--- src/rtl/halt_detect.sv ---
// halt_detect
//
// Retire-side halt detector for the pipelined CPU. It sits between writeback
// and the simulation cycle counter. It does three things:
//   - shadows architectural register RET_REG from writeback traffic;
//   - counts retired instructions, saturating at all-ones;
//   - when a halt retires, waits DRAIN_CYCLES cycles with no store pending,
//     then raises a sticky isHalt together with a frozen ret_val.
//
// Parameters
//   RET_REG       register reported as ret_val (0 => ret_val stays 0)
//   DRAIN_CYCLES  non-pending cycles after the halt before isHalt, 1..15
//
// Ports
//   clk            single clock, rising edge
//   rst_n          synchronous active-low reset
//   wb_valid       an instruction retires this cycle
//   wb_is_halt     retiring instruction is a halt (qualified by wb_valid)
//   wb_we          retiring instruction writes rd (qualified by wb_valid)
//   wb_rd          destination register
//   wb_data        writeback data
//   store_pending  memory stage holds an uncommitted store
//   isHalt         registered, sticky halt flag
//   ret_val        registered shadow of RET_REG
//   retired        registered saturating retired-instruction count
module halt_detect #(
  parameter int RET_REG      = 3,
  parameter int DRAIN_CYCLES = 4
) (
  input  logic        clk,
  input  logic        rst_n,
  input  logic        wb_valid,
  input  logic        wb_is_halt,
  input  logic        wb_we,
  input  logic [2:0]  wb_rd,
  input  logic [15:0] wb_data,
  input  logic        store_pending,
  output logic        isHalt,
  output logic [15:0] ret_val,
  output logic [31:0] retired
);

  localparam logic [2:0] RET_IDX    = RET_REG[2:0];
  localparam bit         RET_EN     = (RET_REG != 0);
  localparam logic [3:0] DRAIN_LAST = 4'(DRAIN_CYCLES - 1);

  typedef enum logic [1:0] {
    RUN    = 2'd0,
    DRAIN  = 2'd1,
    HALTED = 2'd2
  } state_t;

  state_t     state;
  logic [3:0] drain_cnt;

  // Increment that sticks at all-ones instead of wrapping.
  function automatic logic [31:0] sat_inc(input logic [31:0] v);
    return (v == 32'hFFFF_FFFF) ? v : v + 32'd1;
  endfunction

  // Single registered FSM; every output is a flop, so no input reaches an
  // output combinationally and ret_val is frozen from DRAIN entry onward.
  always_ff @(posedge clk) begin
    if (!rst_n) begin
      state     <= RUN;
      drain_cnt <= 4'd0;
      isHalt    <= 1'b0;
      ret_val   <= 16'd0;
      retired   <= 32'd0;
    end else begin
      case (state)
        RUN: begin
          if (wb_valid) begin
            retired <= sat_inc(retired);
            if (wb_is_halt) begin
              // The halt's own register write is deliberately dropped.
              state     <= DRAIN;
              drain_cnt <= 4'd0;
            end else if (wb_we && RET_EN && (wb_rd == RET_IDX)) begin
              ret_val <= wb_data;
            end
          end
        end
        DRAIN: begin
          // A pending store stalls the count; there is no timeout.
          if (!store_pending) begin
            if (drain_cnt == DRAIN_LAST) begin
              state  <= HALTED;
              isHalt <= 1'b1;
            end else begin
              drain_cnt <= drain_cnt + 4'd1;
            end
          end
        end
        HALTED: begin
          // Everything frozen until reset.
        end
        default: begin
          state <= RUN;
        end
      endcase
    end
  end

endmodule

--- config.mk ---
export PLATFORM = sky130hd
export DESIGN_NAME = halt_detect
export DESIGN_NICKNAME = d
export VERILOG_FILES = /design/src/rtl/halt_detect.sv
export SDC_FILE = /design/constraint.sdc
export NUM_CORES = 1
export LEC_CHECK = 0
export CAP_MARGIN = 40
export CORE_AREA = 10 10 81 83
export CTS_BUF_LIST = sky130_fd_sc_hd__clkbuf_8
export CTS_CLUSTER_DIAMETER = 120
export DETAILED_ROUTE_END_ITERATION = 7
export DIE_AREA = 0 0 91 93
export GPL_ROUTABILITY_DRIVEN = 0
export HOLD_SLACK_MARGIN = 0.02
export PLACE_DENSITY = 0.88
export SYNTH_ARGS = -nofsm -noshare
export SYNTH_HDL_FRONTEND = slang
export SYNTH_SLANG_ARGS = --single-unit
--- constraint.sdc ---
create_clock -name clk -period 5.1 [get_ports clk]
set_input_delay 1.02 -clock clk [delete_from_list [all_inputs] [get_ports clk]]
set_output_delay 1.02 -clock clk [all_outputs]
set_load 0.02 [all_outputs]
; Word-level counts from Yosys, hierarchy flattened
; Cells that the tools add are included.
[word_totals]
reg_bits = 55
inputBits = 25
wordCells = 39
out_inout_bits = 49
[op_classes]
addsub = 2
n_bitwise = 4
reduce_logical = 8
n_mux = 10
n_eq_ne = 10
[ops]
columns = op, count
row1 = 32-bit by 1-bit adder with 32-bit output (second input constant), 1
row2 = 32-bit equality test (second input constant), 1
row3 = 4-bit two-way mux, 4
row4 = 2-bit inequality test (second input constant), 5
row5 = 5-bit AND reduction, 2
row6 = 2-bit two-way mux, 4
row7 = 4-bit case mux with 2 select lines, 1
row8 = 2-bit case mux with 3 select lines, 1
row9 = 3-bit AND reduction, 2
row10 = 4-bit by 1-bit adder with 4-bit output (second input constant), 1
row11 = 4-bit by 2-bit equality test with 1-bit output (second input constant), 1
row12 = 1-bit inverter, 4
row13 = 4-bit AND reduction, 1
row14 = 3-bit by 2-bit equality test with 1-bit output (second input constant), 1
row15 = 2-bit by 1-bit equality test with 1-bit output (second input constant), 1
row16 = 2-bit equality test (second input constant), 1
row17 = 2-bit logical NOT, 1
row18 = 2-bit nonzero test, 1
row19 = 1-bit logical AND, 1

; Depth between registers and ports, before layout
[depth]
ltp_word = 4
ltp_mapped = 7
depth_no_buf = 6

; Worst setup path before layout
; Ideal clock, no wire load.
[synth_path]
path_kind = input port to flip-flop
startpoint = in wb_valid
endpoint = reg retired[27]
arrival_time_ps = 2375
path_slack_ps = 2654
t_required_ps = 5030
setup_time_ps = 70
path_buffers = 0
cell_stages = 5
path_cell_list = nor3b_2 > nand2_1 > a2111o_1 > or3_1 > a21oi_1
[synth_via]
elab_chain_len = 1
[synth_lines]
columns = element, line
row1 = "start, declared", 32  ; input logic wb_valid,
row2 = 3-bit AND reduction (no source line), --
row3 = "end signal, assigned", 74  ; retired <= sat_inc(retired);
row4 = "end, declared", 40  ; output logic [31:0] retired
; Every way passes these cells.
; A chain may end at the register's enable or synchronous reset.

; Final worst setup path
[layout_path]
startpoint = in wb_valid
endpoint = reg retired[26]
; Same word-level chain as after synthesis.

==> flow_metrics.env <==
export IMPL_diodes=0
export IMPL_fmax_ghz=0.339
export IMPL_port_buffer_count=73
export IMPL_final_cell_count_no_fill=448
export IMPL_numPlacedInstances=440
export IMPL_cts_root_buf="clkbuf_8"
export IMPL_total_power_uw=748
export IMPL_ys_seq_elements=55
export IMPL_status="finished, final reports clean"
export IMPL_cts_setup_buffers=0
export IMPL_ctsHoldBuffers=0
export IMPL_yosys_warnings=0
export IMPL_register_area_mm2=0.00110
export IMPL_h_tree_depth=2
export IMPL_cts_buffer_depth=2
export IMPL_ant_nets=0
export IMPL_synth_ff_type="dfxtp_1"
export IMPL_chipHeight_um=93
export IMPL_p_leak_uw=0.00109
export IMPL_syn_mean_instance_area_um2=8.10
export IMPL_core_area_mm2=0.00501
export IMPL_rows=26
export IMPL_cts_tree="built"
export IMPL_synth_seq_area_share_pct=44.3
export IMPL_path_max_fanout=15
export IMPL_ir_drop_v=0.000130
export IMPL_fin_worst_hold_slack_ns=0.456
export IMPL_regToRegSetupSlack_ns=2.68
export IMPL_dpl_hpwl_um=5010
export IMPL_drtIter0Drc=78
export IMPL_final_util_pct=67.3
export IMPL_crit_path_start="wb_valid"
export IMPL_grtUsageTotal_pct=15.5
export IMPL_synth_nets=334
export IMPL_cts_sinks=55
export IMPL_cp_arrival_ns=3.19
export IMPL_setup_tns_final_ns=0
export IMPL_crit_type="primary input to flip-flop"
export IMPL_rr_startpoint="retired[4]"
export IMPL_grt_max_degree=28
export IMPL_final_cell_mix="clkdlybuf4s50_1 (73), dfxtp_1 (55), nand2_1 (53)"
export IMPL_slew_headroom_pct=46.3
export IMPL_maxCapViolCount=0
export IMPL_design_die_area_mm2=0.00846
export IMPL_clk_latency_ns=0.31
export IMPL_multiInputGateArea_mm2=0.00131
export IMPL_drive_above_1_share_pct=4.23
export IMPL_synth_distinct_cells=41
export IMPL_setup_violations=0
export IMPL_slew_violations=0
export IMPL_fill_cells=440
export IMPL_async_flop_share_pct=0
export IMPL_die_width_um=91
export IMPL_min_from="ret_val[7]"
export IMPL_drc=0
export IMPL_grt_ovfl_total=0
export IMPL_power_density_mw_per_mm2=222
export IMPL_cts_buffers=5
export IMPL_cp_end_kind="flip-flop"
export IMPL_grt_pass1_vias=2378
export IMPL_boundaryPins=74
export IMPL_tightest_slew_ns=0.805
export IMPL_syn_inst=307
export IMPL_ctsResizeCount=0
export IMPL_rr_worst_depth=6
export IMPL_vias_per_cell=5.49
export IMPL_antenna_found_initial=0
export IMPL_area_growth_pct=35.6
export IMPL_wl_per_cell_um=15.1
export IMPL_finalHoldViolations=0
export IMPL_layout_commonest_cell="clkdlybuf4s50_1"
export IMPL_initial_utilization_pct=49.6
export IMPL_drt_total_wl_um=6760
export IMPL_hold_depth=2
export IMPL_grt_pass1_wl_um=11200
export IMPL_vias=2459
export IMPL_fin_skew_ns=0.00887
export IMPL_min_path_type="flip-flop to flip-flop"
export IMPL_rsz0062_at_grt="false"
export IMPL_nNetsFinal=404
export IMPL_syn_area_mm2=0.00249
export IMPL_synth_edf_count=0
export IMPL_cp_required_ns=5.34
export IMPL_post_route_period_util_pct=57.8
export IMPL_startpoint_type="primary input"
export IMPL_first_pass_iters=4
export IMPL_finalCriticalPeriod_ns=2.95
export IMPL_clk_transition_reported_paths_ns=0.10
## final cells by class
class	count	area share, %
clock buffer	5	2.04
multi-input combinational	232	38.8
clock inverter	3	0.742
inverter	7	0.779
sequential	55	32.7
timing repair buffer	76	22.3
tap	70	2.60
## cells in the mapped netlist (2+ instances only)
cell / count / area share, %
nand2b_1: 5 / 1.3
and2_1: 4 / 1.0
inv_1: 7 / 1.1
nand2_1: 53 / 8.0
a31oi_1: 5 / 1.3
o21ai_1: 12 / 2.4
dfxtp_1: 55 / 44
mux2i_1: 6 / 2.4
nor2_1: 21 / 3.2
clkbuf_1: 12 / 1.8
a211oi_1: 3 / 0.91
nand3_1: 12 / 2.4
xnor2_1: 10 / 3.5
nand4_1: 10 / 2.5
or4_1: 3 / 0.91
a2111oi_0: 2 / 0.70
nor4_1: 3 / 0.75
o21ai_0: 5 / 1.0
or3_1: 12 / 3.0
ha_1: 2 / 1.0
and4_1: 4 / 1.4
a21oi_1: 37 / 7.4
and3_1: 4 / 1.0
nand3b_1: 3 / 0.91
## final timing paths
path                       to
setup / recovery  retired[26]
hold / removal     ret_val[7]
setup reg to reg  retired[26]
hold reg to reg    ret_val[7]
## per-layer routing
| layer | GRT usage [%] | part of all wire (%) |
|---|---|---|
| met4 | 3.92 | 1.1 |
| met5 | 0 | 0 |
| met3 | 5.12 | 7.4 |
| met1 | 17.8 | 43 |
| met2 | 27.2 | 48 |
## report_power, final
part	internal (uW)	switching (uW)	leakage (uW)
clock	98.6	152	0.0000443
sequential	434	5.02	0.000444
combinational	30.9	28.4	0.000604
## worst max-delay path: stages
cell,delay [ns]
clkdlybuf4s50_1,0.48
nor3b_2,0.46
nand4b_1,0.56
or3_1,0.53
a21oi_1,0.14
## logic make-up (layout without fill, tap and decap cells)
group	Yosys count	after routing	synth area share [%]
simple gates	144	144	29.9
compound gates	70	70	15.8
flops	55	55	44.3
buf+inv	20	91	3.02
xor+xnor	10	10	3.52
mux	6	6	2.42
fa+ha+maj	2	2	1.01
## registers in the layout (all words and copies together) (netlist names)
name       cells
drain_cnt      4
retired       32
state          2
ret_val       16
isHalt         1
## per-stage QoR
| step | area, um2 | worst slack (ns) |
|---|---|---|
| finish | 3370 | 2.15 |
| CTS | 3370 | 2.14 |
| global placement | 3280 | 1.82 |
| detailed placement | 3280 | 1.82 |
| floorplan | 2490 | 2.65 |
| global route | 3370 | 1.97 |
(Power assumes the default switching activity.)
